File: src/rtl/mux_key_pkg.sv
// mux_key_pkg: entry-layout width helpers shared by the key table and its matcher
package mux_key_pkg;
   // index width for an n-entry table, never narrower than one bit
   function automatic int idx_w(input int n);
      return (n > 1) ? $clog2(n) : 1;
   endfunction
   // an entry is packed as {valid, key, data}, data in the low bits
   function automatic int key_lsb(input int data_len);
      return data_len;
   endfunction
   function automatic int valid_bit(input int key_len, input int data_len);
      return key_len + data_len;
   endfunction
   function automatic int entry_w(input int key_len, input int data_len);
      return key_len + data_len + 1;
   endfunction
endpackage

File: src/rtl/mux_key_match.sv
// mux_key_match: parallel key compare with lowest-index-wins priority encoder
module mux_key_match
   import mux_key_pkg::*;
#(
   parameter int NR_KEY  = 4,
   parameter int KEY_LEN = 2,
   localparam int IDX_W  = idx_w(NR_KEY)
) (
   input  logic [NR_KEY-1:0]         valid,
   input  logic [NR_KEY*KEY_LEN-1:0] keys,
   input  logic [KEY_LEN-1:0]        key,
   output logic                      hit,
   output logic [IDX_W-1:0]          idx
);
   // scan from the top down so the lowest matching index is the last one written
   always_comb begin
      hit = 1'b0;
      idx = '0;
      for (int i = NR_KEY - 1; i >= 0; i--) begin
         if (valid[i] && keys[i*KEY_LEN +: KEY_LEN] == key) begin
            hit = 1'b1;
            idx = IDX_W'(i);
         end
      end
   end
endmodule

File: src/rtl/mux_key_table.sv
// mux_key_table: writable key/data table with a one-cycle lookup and a ready/valid response stage
module mux_key_table
   import mux_key_pkg::*;
#(
   parameter int NR_KEY      = 4,
   parameter int KEY_LEN     = 2,
   parameter int DATA_LEN    = 8,
   parameter bit HAS_DEFAULT = 1'b1,
   localparam int IDX_W      = idx_w(NR_KEY)
) (
   input  logic                clk,
   input  logic                rst,
   input  logic                wr_en,
   input  logic [IDX_W-1:0]    wr_idx,
   input  logic [KEY_LEN-1:0]  wr_key,
   input  logic [DATA_LEN-1:0] wr_data,
   input  logic                clr,
   input  logic [DATA_LEN-1:0] default_out,
   input  logic                req_valid,
   output logic                req_ready,
   input  logic [KEY_LEN-1:0]  req_key,
   output logic                rsp_valid,
   input  logic                rsp_ready,
   output logic [DATA_LEN-1:0] rsp_data,
   output logic                rsp_hit,
   output logic [IDX_W-1:0]    rsp_idx
);
   localparam int KEY_LSB   = key_lsb(DATA_LEN);
   localparam int VALID_BIT = valid_bit(KEY_LEN, DATA_LEN);
   localparam int ENTRY_W   = entry_w(KEY_LEN, DATA_LEN);

   logic [ENTRY_W-1:0]        tbl [NR_KEY];
   logic [NR_KEY-1:0]         valid;
   logic [NR_KEY*KEY_LEN-1:0] keys;
   logic                      hit;
   logic [IDX_W-1:0]          idx;
   logic                      accept;

   assign req_ready = !rsp_valid || rsp_ready;
   assign accept    = req_valid && req_ready;

   // unpack valid bits and keys for the matcher
   always_comb begin
      valid = '0;
      keys  = '0;
      for (int i = 0; i < NR_KEY; i++) begin
         valid[i]                     = tbl[i][VALID_BIT];
         keys[i*KEY_LEN +: KEY_LEN]   = tbl[i][KEY_LSB +: KEY_LEN];
      end
   end

   mux_key_match #(.NR_KEY(NR_KEY), .KEY_LEN(KEY_LEN)) u_match (
      .valid (valid),
      .keys  (keys),
      .key   (req_key),
      .hit   (hit),
      .idx   (idx)
   );

   // table update: clear beats a same-cycle write, out-of-range writes are dropped
   always_ff @(posedge clk) begin
      if (rst) begin
         for (int i = 0; i < NR_KEY; i++) tbl[i] <= '0;
      end else if (clr) begin
         for (int i = 0; i < NR_KEY; i++) tbl[i][VALID_BIT] <= 1'b0;
      end else if (wr_en && int'(wr_idx) < NR_KEY) begin
         tbl[wr_idx] <= {1'b1, wr_key, wr_data};
      end
   end

   // response stage: capture on accept from pre-edge table contents, hold until consumed
   always_ff @(posedge clk) begin
      if (rst) begin
         rsp_valid <= 1'b0;
         rsp_data  <= '0;
         rsp_hit   <= 1'b0;
         rsp_idx   <= '0;
      end else if (accept) begin
         rsp_valid <= 1'b1;
         rsp_hit   <= hit;
         rsp_idx   <= idx;
         rsp_data  <= hit ? tbl[idx][DATA_LEN-1:0] : (HAS_DEFAULT ? default_out : '0);
      end else if (rsp_ready) begin
         rsp_valid <= 1'b0;
      end
   end
endmodule

File: config.mk
export PLATFORM = sky130hd
export DESIGN_NAME = mux_key_table
export DESIGN_NICKNAME = d
export VERILOG_FILES = /design/src/rtl/mux_key_pkg.sv /design/src/rtl/mux_key_match.sv /design/src/rtl/mux_key_table.sv
export SDC_FILE = /design/constraint.sdc
export NUM_CORES = 1
export LEC_CHECK = 0
export CORE_AREA = 2 2 110 59
export CTS_CLUSTER_DIAMETER = 80
export DETAILED_ROUTE_END_ITERATION = 8
export DIE_AREA = 0 0 112 61
export PLACE_DENSITY = 0.69
export SYNTH_ARGS = -nofsm -noshare
export SYNTH_HDL_FRONTEND = slang
export SYNTH_SLANG_ARGS = --single-unit
File: constraint.sdc
create_clock -name clk -period 3.8 [get_ports clk]
set_input_delay 0.38 -clock clk [delete_from_list [all_inputs] [get_ports clk]]
set_output_delay 0.38 -clock clk [all_outputs]
set_load 0.005 [all_outputs]
==> flow_metrics.py, run 1 <==
metrics = {
    "run_status": {
        "outcome": "completed",
    },
    "timing": {
        "skew_ps": 8.714,
        "final.setup.tns_ps": 0,
        "period_needed_ps": 2465,
        "slew_violations": 0,
        "slew_headroom_pct": 26.43,
        "worst_slew_pin_slew_ps": 1093,
        "min_period_over_period_pct": 64.87,
        "rsz0062_at_grt": "false",
        "max_freq_ghz": 0.4057,
        "setup_viol": 0,
        "finalHoldViolations": 0,
        "holdWs_ps": 457.0,
    },
    "drt": {
        "drtIter0Drc": 171,
        "viasPerCell": 5.300,
        "antenna_left": 0,
        "routedWlPerCell_um": 18.21,
        "route.detailed.drc": 0,
        "via_count": 1802,
        "totalWireLength_mm": 6.193,
        "drtPass1Iterations": 4,
    },
    "setup_path": {
        "crit_type": "primary input to register",
        "cp_max_fo": 11,
        "r2r-start": "tbl[0][9]",
        "cp.required_ps": 3980,
        "path_buf_inv": 1,
        "cpPeakStageDelay_ps": 640,
        "crit_arrival_ps": 2650,
        "worstRegToRegCells": 5,
        "cp.depth": 6,
        "path_cells": "clkdlybuf4s50_1 > xnor2_1 > and3_1 > or4_4 > o221a_1 > a221o_1",
        "r2r_slack_ps": 1580,
        "critPathLaunch": "req_key[0]",
        "crit_path_end_kind": "register",
        "r2r_end": "rsp_data[5]",
        "worst_setup_path_start_kind": "primary input",
        "crit_slowest_cell": "or4_4",
        "crit_family": "simple AND/OR/NAND/NOR gates",
        "endpoint": "rsp_data[5]",
    },
    "synth": {
        "ys_ff_latch": 56,
        "ys_warn_count": 0,
        "synth_common_cells": "and2_1 (41), edfxtp_1 (40), nor2_1 (19), dfxtp_1 (16), o211ai_1 (15)",
        "syn_inst": 222,
        "yosysTopAreaCellShare_pct": 46.65,
        "syn_nets": 250,
        "synth_edf_count": 40,
        "syn_area_um2": 2575,
        "yosys.cell_count.top_type": "and2_1",
        "yosysUniqueCellTypes": 30,
        "seq_area_frac_synth_pct": 59.09,
        "synthArstFlopShare_pct": 0,
        "avgSynthCellArea_um2": 11.60,
        "yosys-top-cells-area": "edfxtp_1 (47%), dfxtp_1 (12%), and2_1 (10%), o211ai_1 (4.4%), a221o_1 (3.1%)",
        "synthFlopType": "edfxtp_1",
        "synth_top_cell_by_area": "edfxtp_1",
    },
    "clocking": {
        "cts_buffer_depth": 2,
        "cts_setup_buffers": 0,
        "cts.sinks": 56,
        "numCtsBuffers": 5,
        "cts_tree": "done",
        "cts_hold_buf": 0,
        "cts_root_buffer": "clkbuf_16",
        "cts_resized": 0,
        "path_clk_slew_ps": 70,
        "htreeDepth": 2,
        "insertion_delay_ps": 300,
    },
    "floorplanning": {
        "row_count": 20,
        "core_um2": 5856,
        "dieArea_um2": 6832,
        "io_pins": 41,
        "die_y_um": 61,
        "die_x_um": 112,
        "start_util_pct": 43.97,
    },
    "place": {
        "port-buffer-count": 40,
        "routabilityCongestion": 0.8455,
        "post_dp_cell_area_um2": 3033,
        "dp_hpwl_mm": 4.588,
    },
    "global_route": {
        "grt_max_degree": 20,
        "overflow": 0,
        "grt_usage_pct": 19.86,
        "antenna_found_initial": 0,
        "grt_pass1_vias": 1668,
        "grt_pass1_wl_mm": 9.756,
    },
    "final_layout": {
        "nNetsFinal": 290,
        "design_area_um2": 3173,
        "n_fill_cell": 528,
        "n_antenna_cell": 0,
        "syn_to_final_growth_pct": 23.23,
        "drive_gt1_share_pct": 6.464,
    },
    "run": {
        "max_cap_violations": 0,
    },
    "power_and_ir_drop": {
        "p_total_mw": 1.305,
        "ir_worst_vdd_uv": 176.9,
        "p_per_area_nw_per_um2": 411.2,
        "power_leakage_nw": 1.146,
    },
    "hold_path": {
        "hp-class": "register to register",
    },
}
[through the flow]
| step | util (%) | setup slack [ps] | instances |
|---|---|---|---|
| finish | 54.19 | 1335 | 340 |
| global route | 54.19 | 1159 | 340 |
| global placement | 51.79 | 1003 | 332 |
| CTS | 54.19 | 1337 | 340 |
| floorplan | - | 1720 | 222 |
| detailed placement | 51.79 | 1027 | 332 |
[sequential cells by signal, indices dropped and copies added, names as in the netlist]
| signal | flops |
|---|---|
| rsp_hit | 1 |
| tbl | 44 |
| rsp_data | 8 |
| rsp_valid | 1 |
| rsp_idx | 2 |
[logic make-up after synthesis]
kind of cell | count (synthesis) | synth area share, %
compound gates | 42 | 13.65
xor+xnor | 8 | 2.721
flops | 56 | 59.09
buf+inv | 18 | 3.547
simple gates | 98 | 20.99
[cell usage in the layout, fill, tap and decap left out, types with 2 or more instances in the layout]
| cell | instances |
|---|---|
| and3_1 | 2 |
| inv_1 | 8 |
| buf_4 | 3 |
| clkbuf_16 | 5 |
| dfxtp_1 | 16 |
| a221o_1 | 8 |
| or2_2 | 4 |
| a21oi_1 | 5 |
| a21o_1 | 4 |
| o221a_1 | 7 |
| nor2_1 | 19 |
| edfxtp_1 | 40 |
| and2_1 | 41 |
| o211ai_1 | 15 |
| nand2b_1 | 2 |
| xnor2_1 | 8 |
| nand2_1 | 13 |
| clkdlybuf4s50_1 | 40 |
| nor3_1 | 4 |
| nor3b_1 | 2 |
| nand3_1 | 5 |
[how the worst min path moves through the flow]
stage / from / endpoint / slack (ps) / cells past startpoint
floorplan: tbl[3][10] / tbl[3][10] / 430 / 1
global placement: rsp_idx[1] / rsp_idx[1] / 450 / 2
detailed placement: rsp_idx[1] / rsp_idx[1] / 450 / 2
CTS: rsp_idx[1] / rsp_idx[1] / 460 / 2
global route: rsp_idx[1] / rsp_idx[1] / 470 / 2
finish: rsp_idx[0] / rsp_idx[0] / 460 / 2
[worst min-delay path, cell delays in order, from the launching register on]
cell     delay [ps]
dfxtp_1         320
nand2_1          50
a21oi_1          50
[metal layers]
layer  global-route usage, %  part of all wire, %  up-vias  routed length (um)
li1                        -                    -      887                   -
met1                   32.30                   56      830                3445
met4                   5.749                  1.0        0                  63
met5                       0                    0        -                   0
met3                   5.295                  9.8        7                 604
met2                   25.11                   34       78                2080
[final cells by class]
type / instances / area (um2) / area share, %
Timing Repair Buffer: 43 / 422.9 / 13.33
Sequential cell: 56 / 1521 / 47.95
Clock buffer: 6 / 128.9 / 4.062
Multi-Input combinational cell: 148 / 962.2 / 30.32
Tap cell: 77 / 96.34 / 3.036
Inverter: 8 / 30.03 / 0.9464
Clock inverter: 2 / 11.26 / 0.3549
[report_power, final]
group / total (mW) / switching [mW] / internal (mW)
registers: 0.714 / 0.0217 / 0.693
logic: 0.139 / 0.0642 / 0.0745
clock network: 0.452 / 0.209 / 0.243
No activity file was read; power rests on OpenSTA's default activity.
==> run 2, diff against run 1 <==
--- a/config.mk
+++ b/config.mk
@@ -9,7 +9,7 @@
 export CTS_CLUSTER_DIAMETER = 80
 export DETAILED_ROUTE_END_ITERATION = 8
 export DIE_AREA = 0 0 112 61
-export PLACE_DENSITY = 0.69
+export PLACE_DENSITY = 0.71
 export SYNTH_ARGS = -nofsm -noshare
 export SYNTH_HDL_FRONTEND = slang
 export SYNTH_SLANG_ARGS = --single-unit
==> constraint.sdc (replaced) <==
create_clock -name clk -period 2.1 [get_ports clk]
set_input_delay 0.21 -clock clk [delete_from_list [all_inputs] [get_ports clk]]
set_output_delay 0.21 -clock clk [all_outputs]
set_load 0.005 [all_outputs]
==> run 2 against run 1 <==
- final cell count rose by 5.0%
- sequential share of layout area fell by 2.1 points
- wire length rose by 0.92%
- flip-flop and latch count did not move
- global-route usage fell by 0.44 points
- register-to-register slack got worse by 1500 ps
- combinational power rose by 93%
- setup slack got worse by 1300 ps
- first-iteration DRC count fell by 18%
- non-clock buffer count rose by 17
- design area rose by 4.6%
- critical path depth fell by 1
- critical endpoint is now rsp_data[0]
- largest power group unchanged
- highest routed layer unchanged
==> flow_metrics.py, run 2 (synthesized netlist as in run 1, its figures left out) <==
metrics = {
    "final_layout": {
        "reg_top3": "tbl: 44 flops, rsp_data: 8 flops, rsp_idx: 2 flops",
        "nNetsFinal": 307,
        "syn_to_final_growth_pct": 28.86,
        "regArea_um2": 1521,
        "drive_gt1_share_pct": 13.57,
        "largest-register": "tbl",
        "layout_common_cells": "and2_1 (41), edfxtp_1 (40), clkdlybuf4s50_1 (38)",
        "n_antenna_cell": 0,
        "multi_input_comb_area_um2": 975.9,
        "largest_reg_flops": 44,
        "layout_commonest_cell": "and2_1",
        "n_fill_cell": 519,
    },
    "clocking": {
        "htreeDepth": 2,
        "cts.sinks": 56,
        "cts_tree": "done",
        "path_clk_slew_ps": 70,
        "numCtsBuffers": 5,
        "cts_buffer_depth": 2,
        "cts_hold_buf": 0,
        "insertion_delay_ps": 290,
        "cts_root_buffer": "clkbuf_16",
    },
    "power_and_ir_drop": {
        "p_int_mw": 1.849,
        "combPwrFrac_pct": 11.2,
        "p_sw_mw": 0.5555,
        "p_total_mw": 2.405,
        "p_per_area_nw_per_um2": 724.7,
        "power_leakage_nw": 1.244,
        "ir_worst_vdd_uv": 375.2,
        "power.switching_fraction_pct": 23.10,
        "p_clk_share_pct": 35.0,
        "power_frac_seq_pct": 53.9,
    },
    "setup_path": {
        "r2r_slack_ps": 30,
        "path_buf_inv": 0,
        "crit_type": "register to register",
        "crit_path_end_kind": "register",
        "path_cells": "xnor2_2 > and3_4 > or4_4 > o221a_1 > a221o_1",
        "crit_slowest_cell": "or4_4",
        "r2r_end": "rsp_data[0]",
        "crit_arrival_ps": 2250,
        "cp.required_ps": 2280,
        "crit_family": "simple AND/OR/NAND/NOR gates",
        "worst_setup_path_start_kind": "register",
        "worstRegToRegCells": 5,
        "cp.depth": 5,
        "cpPeakStageDelay_ps": 580,
        "cp_max_fo": 7,
        "r2r-start": "tbl[1][9]",
    },
    "hold_path": {
        "hold_end": "rsp_idx[1]",
        "hold_depth": 2,
        "hp-class": "register to register",
        "min-delay-start": "rsp_idx[1]",
    },
    "timing": {
        "skew_ps": 5.433,
        "max_freq_ghz": 0.4835,
        "min_period_over_period_pct": 98.49,
        "worst_slew_pin_slew_ps": 765.9,
        "period_needed_ps": 2068,
        "slew_violations": 0,
        "holdWs_ps": 462.7,
        "setup_viol": 0,
        "finalHoldViolations": 0,
        "slew_headroom_pct": 48.52,
    },
    "floorplanning": {
        "die_x_um": 112,
        "die_y_um": 61,
        "dieArea_um2": 6832,
        "core_um2": 5856,
        "start_util_pct": 43.97,
        "row_count": 20,
        "io_pins": 41,
    },
    "drt": {
        "route.detailed.drc": 0,
        "viasPerCell": 5.232,
        "drtPass1Iterations": 4,
        "routedWlPerCell_um": 17.51,
        "via_count": 1868,
        "drtIter0Drc": 141,
        "totalWireLength_mm": 6.250,
        "antenna_left": 0,
    },
    "global_route": {
        "grt_max_degree": 19,
        "grt_usage_pct": 19.42,
        "grt_pass1_wl_mm": 9.528,
        "antenna_found_initial": 0,
        "overflow": 0,
        "grt_pass1_vias": 1654,
    },
    "place": {
        "port-buffer-count": 40,
        "routabilityCongestion": 0.8454,
        "dp_hpwl_mm": 4.712,
    },
    "run": {
        "max_cap_violations": 0,
    },
    "run_status": {
        "outcome": "completed",
    },
}
-- run 2: worst reg2reg max path, delay by kind of cell (launching register included) --
family	cells	cell delay (ps)
AO/OA/AOI/OAI	2	600
flip-flops	1	430
AND/OR/NAND/NOR	2	760
XOR/XNOR	1	170
-- run 2: worst max-delay path by stage --
stage               start          end  slack, ps
2_1_floorplan   tbl[1][8]  rsp_data[0]        140
3_3_place_gp   req_key[0]  rsp_data[4]       -400
3_5_place_dp   req_key[1]  rsp_data[0]       -440
4_1_cts         tbl[0][9]  rsp_data[2]         50
5_1_grt         tbl[1][9]  rsp_data[0]         -9
6_report        tbl[1][9]  rsp_data[0]         30
-- run 2: per-stage QoR --
| stage | TNS (ps) | area [um2] | std cells | util, % | setup WS [ps] |
|---|---|---|---|---|---|
| floorplan | 0 | 2575 | 222 | - | 135.2 |
| global placement | -3180 | 3153 | 348 | 53.85 | -401.4 |
| detailed placement | -3386 | 3153 | 348 | 53.85 | -436.6 |
| CTS | 0 | 3303 | 356 | 56.41 | 51.96 |
| global route | -18.47 | 3318 | 357 | 56.67 | -8.855 |
| finish | 0 | 3318 | 357 | 56.67 | 31.76 |
-- run 2: cell type report --
cell class	count	area share, %
clock buffer	5	3.771
inverter	8	0.9050
clock inverter	3	0.6410
tap	77	2.903
timing repair buffer	60	16.52
multi-input combinational	148	29.41
sequential	56	45.85
-- run 2: power groups by stage --
stage / Sequential [mW] / Combinational (mW) / Clock [mW]
5_1_grt: 1.30 / 0.290 / 0.895
6_report: 1.30 / 0.268 / 0.841
3_5_place_dp: 1.32 / 0.263 / 0
2_1_floorplan: 1.30 / 0.117 / 0
3_3_place_gp: 1.32 / 0.259 / 0
4_1_cts: 1.29 / 0.263 / 0.849
-- run 2: routing by layer --
metal	part of all wire [%]	GRT usage, %	vias up
li1	-	-	920
met1	54	31.87	852
met2	35	24.68	88
met3	10	5.095	8
met4	0.88	4.704	0
met5	0	0	-
-- run 2: what timing repair did --
| item | 4_1_cts | 5_1_grt |
|---|---|---|
| buffers inserted | 0 | 1 |
| gates cloned | 0 | 0 |
| setup endpoints to repair | 8 | 7 |
| gates resized for setup | 3 | 1 |
| pin swaps | 0 | 8 |
==> run 3, diff against run 2 <==
--- a/config.mk
+++ b/config.mk
@@ -5,6 +5,7 @@
 export SDC_FILE = /design/constraint.sdc
 export NUM_CORES = 1
 export LEC_CHECK = 0
+export CAP_MARGIN = 40
 export CORE_AREA = 2 2 110 59
 export CTS_CLUSTER_DIAMETER = 80
 export DETAILED_ROUTE_END_ITERATION = 8
==> constraint.sdc (replaced) <==
create_clock -name clk -period 1.7 [get_ports clk]
set_input_delay 0.17 -clock clk [delete_from_list [all_inputs] [get_ports clk]]
set_output_delay 0.17 -clock clk [all_outputs]
set_load 0.005 [all_outputs]
==> run 3 against run 2 <==
- the run now ends with negative setup slack left
- clock skew decreased by 2.6 ps
- global-route usage increased by 0.077 points
- register-to-register slack worse by 340 ps
- maximum frequency grew 3.0%
- die area unchanged
- non-clock buffer count up 10
- utilization is 2.7 points higher
==> flow_metrics.py, run 3 (synthesized netlist as in run 1, its figures left out) <==
metrics = {
    "run_status": {
        "outcome": "complete, but fails checks",
        "violations": "negative setup slack",
    },
    "timing": {
        "max_freq_ghz": 0.4981,
        "min_period_over_period_pct": 118.1,
        "finalHoldViolations": 0,
        "period_needed_ps": 2008,
        "worst_slew_pin_slew_ps": 467.9,
        "slew_violations": 0,
        "setup_viol": 7,
        "rsz0062_at_grt": "true",
        "fin_ws_ps": -307.6,
        "holdWs_ps": 447.3,
        "skew_ps": 2.844,
        "slew_headroom_pct": 68.57,
    },
    "final_layout": {
        "multi_input_comb_area_um2": 1002,
        "regArea_um2": 1521,
        "layout_common_cells": "and2_1 (41), edfxtp_1 (40), clkdlybuf4s50_1 (38)",
        "largest_reg_flops": 44,
        "drive_gt1_share_pct": 17.24,
        "nNetsFinal": 317,
        "n_antenna_cell": 0,
        "layout_commonest_cell": "and2_1",
        "n_fill_cell": 485,
        "final_util_pct": 59.34,
        "reg_top3": "tbl: 44 flops, rsp_data: 8 flops, rsp_idx: 2 flops",
        "largest-register": "tbl",
        "syn_to_final_growth_pct": 34.94,
    },
    "floorplanning": {
        "start_util_pct": 43.97,
        "die_y_um": 61,
        "die_x_um": 112,
        "row_count": 20,
        "core_um2": 5856,
        "io_pins": 41,
        "dieArea_um2": 6832,
    },
    "global_route": {
        "grt_max_degree": 17,
        "grt_pass1_vias": 1829,
        "grt_usage_pct": 19.49,
        "overflow": 0,
        "grt_pass1_wl_mm": 9.722,
        "antenna_found_initial": 0,
    },
    "setup_path": {
        "crit_slowest_cell": "or4_4",
        "cp.required_ps": 1880,
        "r2r_end": "rsp_data[5]",
        "path_cells": "xnor2_2 > and3_4 > or4_4 > o221a_1 > a221o_1",
        "cp_max_fo": 7,
        "cpPeakStageDelay_ps": 570,
        "worst_setup_path_start_kind": "register",
        "crit_type": "register to register",
        "r2r_slack_ps": -310,
        "worstRegToRegCells": 5,
        "crit_arrival_ps": 2180,
        "crit_path_end_kind": "register",
        "path_buf_inv": 0,
        "r2r-start": "tbl[0][9]",
        "crit_family": "simple AND/OR/NAND/NOR gates",
    },
    "drt": {
        "via_count": 1958,
        "route.detailed.drc": 0,
        "viasPerCell": 5.335,
        "routedWlPerCell_um": 17.58,
        "drtIter0Drc": 160,
        "antenna_left": 0,
        "drtPass1Iterations": 4,
        "totalWireLength_mm": 6.452,
    },
    "place": {
        "routabilityCongestion": 0.9042,
        "port-buffer-count": 40,
        "dp_hpwl_mm": 4.849,
    },
    "clocking": {
        "insertion_delay_ps": 290,
        "cts_tree": "done",
        "cts_setup_buffers": 0,
        "cts_buffer_depth": 2,
        "path_clk_slew_ps": 70,
        "cts.sinks": 56,
        "numCtsBuffers": 5,
        "htreeDepth": 2,
        "cts_root_buffer": "clkbuf_16",
    },
    "power_and_ir_drop": {
        "ir_worst_vdd_uv": 485.6,
        "p_per_area_nw_per_um2": 894.7,
        "power_leakage_nw": 1.325,
    },
    "hold_path": {
        "min-delay-start": "rsp_idx[1]",
        "hp-class": "register to register",
        "hold_end": "rsp_idx[1]",
        "hold_depth": 2,
    },
    "run": {
        "max_cap_violations": 0,
    },
}
run 3: changes by cell type in the layout (fill, tap and decap cells not counted), sizes merged:
cell	delta
clkbuf	+1
buf	+10
bufinv	+1
clkinvlp	-1
inv	-1
run 3: area by class of cell:
cell class              instances  area share [%]
clock inverters                 2           1.008
inverters                       8          0.8642
flip-flops and latches         56           43.79
clock buffers                   6           3.709
multi-input cells             148           28.84
well taps                      77           2.773
repair buffers                 70           19.01
run 3: timing repair:
item,in CTS,in global routing
hold buffers,0,0
gates resized for setup,3,3
endpoints found under the setup margin,8,8
pin swaps,1,3
run 3: worst register-to-register path, stage by stage, from the launching register on:
cell      delay [ps]
edfxtp_1         420
xnor2_2          160
and3_4           190
or4_4            570
o221a_1          260
a221o_1          290
run 3: how the worst max path moves through the flow:
stage,startpoint,endpoint,slack (ps),cells past startpoint
floorplan,tbl[1][8],rsp_data[5],-250,6
CTS,tbl[1][8],rsp_data[1],-270,5
global placement,req_key[0],rsp_data[5],-610,6
global route,tbl[0][9],rsp_data[0],-360,5
finish,tbl[0][9],rsp_data[5],-310,5
detailed placement,req_key[0],rsp_data[1],-670,6
run 3: per-layer routing:
metal  up-vias  global-route usage [%]  part of all wire, %
li1        947                       -                    -
met1       918                   28.07                   50
met2        88                   28.23                   37
met3         5                   8.292                   12
met4         0                   2.962                 0.53
met5         -                       0                    0
run 3: per-stage QoR:
step | instance area (um2) | total power [mW] | setup WS (ps) | instances | setup TNS (ps)
2_1_floorplan | 2589 | 1.757 | -247.3 | 222 | -1731
3_3_place_gp | 3287 | 1.981 | -610.2 | 359 | -6598
3_5_place_dp | 3287 | 1.990 | -674.8 | 359 | -7706
4_1_cts | 3457 | 3.125 | -270.3 | 367 | -1781
5_1_grt | 3475 | 3.219 | -358.0 | 367 | -2457
6_report | 3475 | 3.109 | -307.6 | 367 | -2050
run 3: where the power goes:
| group | leakage [nW] | switching [mW] | internal (mW) | total (mW) |
|---|---|---|---|---|
| combinational | 0.729 | 0.157 | 0.214 | 0.371 |
| clock | 0.0808 | 0.447 | 0.693 | 1.14 |
| sequential | 0.515 | 0.0486 | 1.55 | 1.60 |
| total | 1.32 | 0.652 | 2.46 | 3.11 |
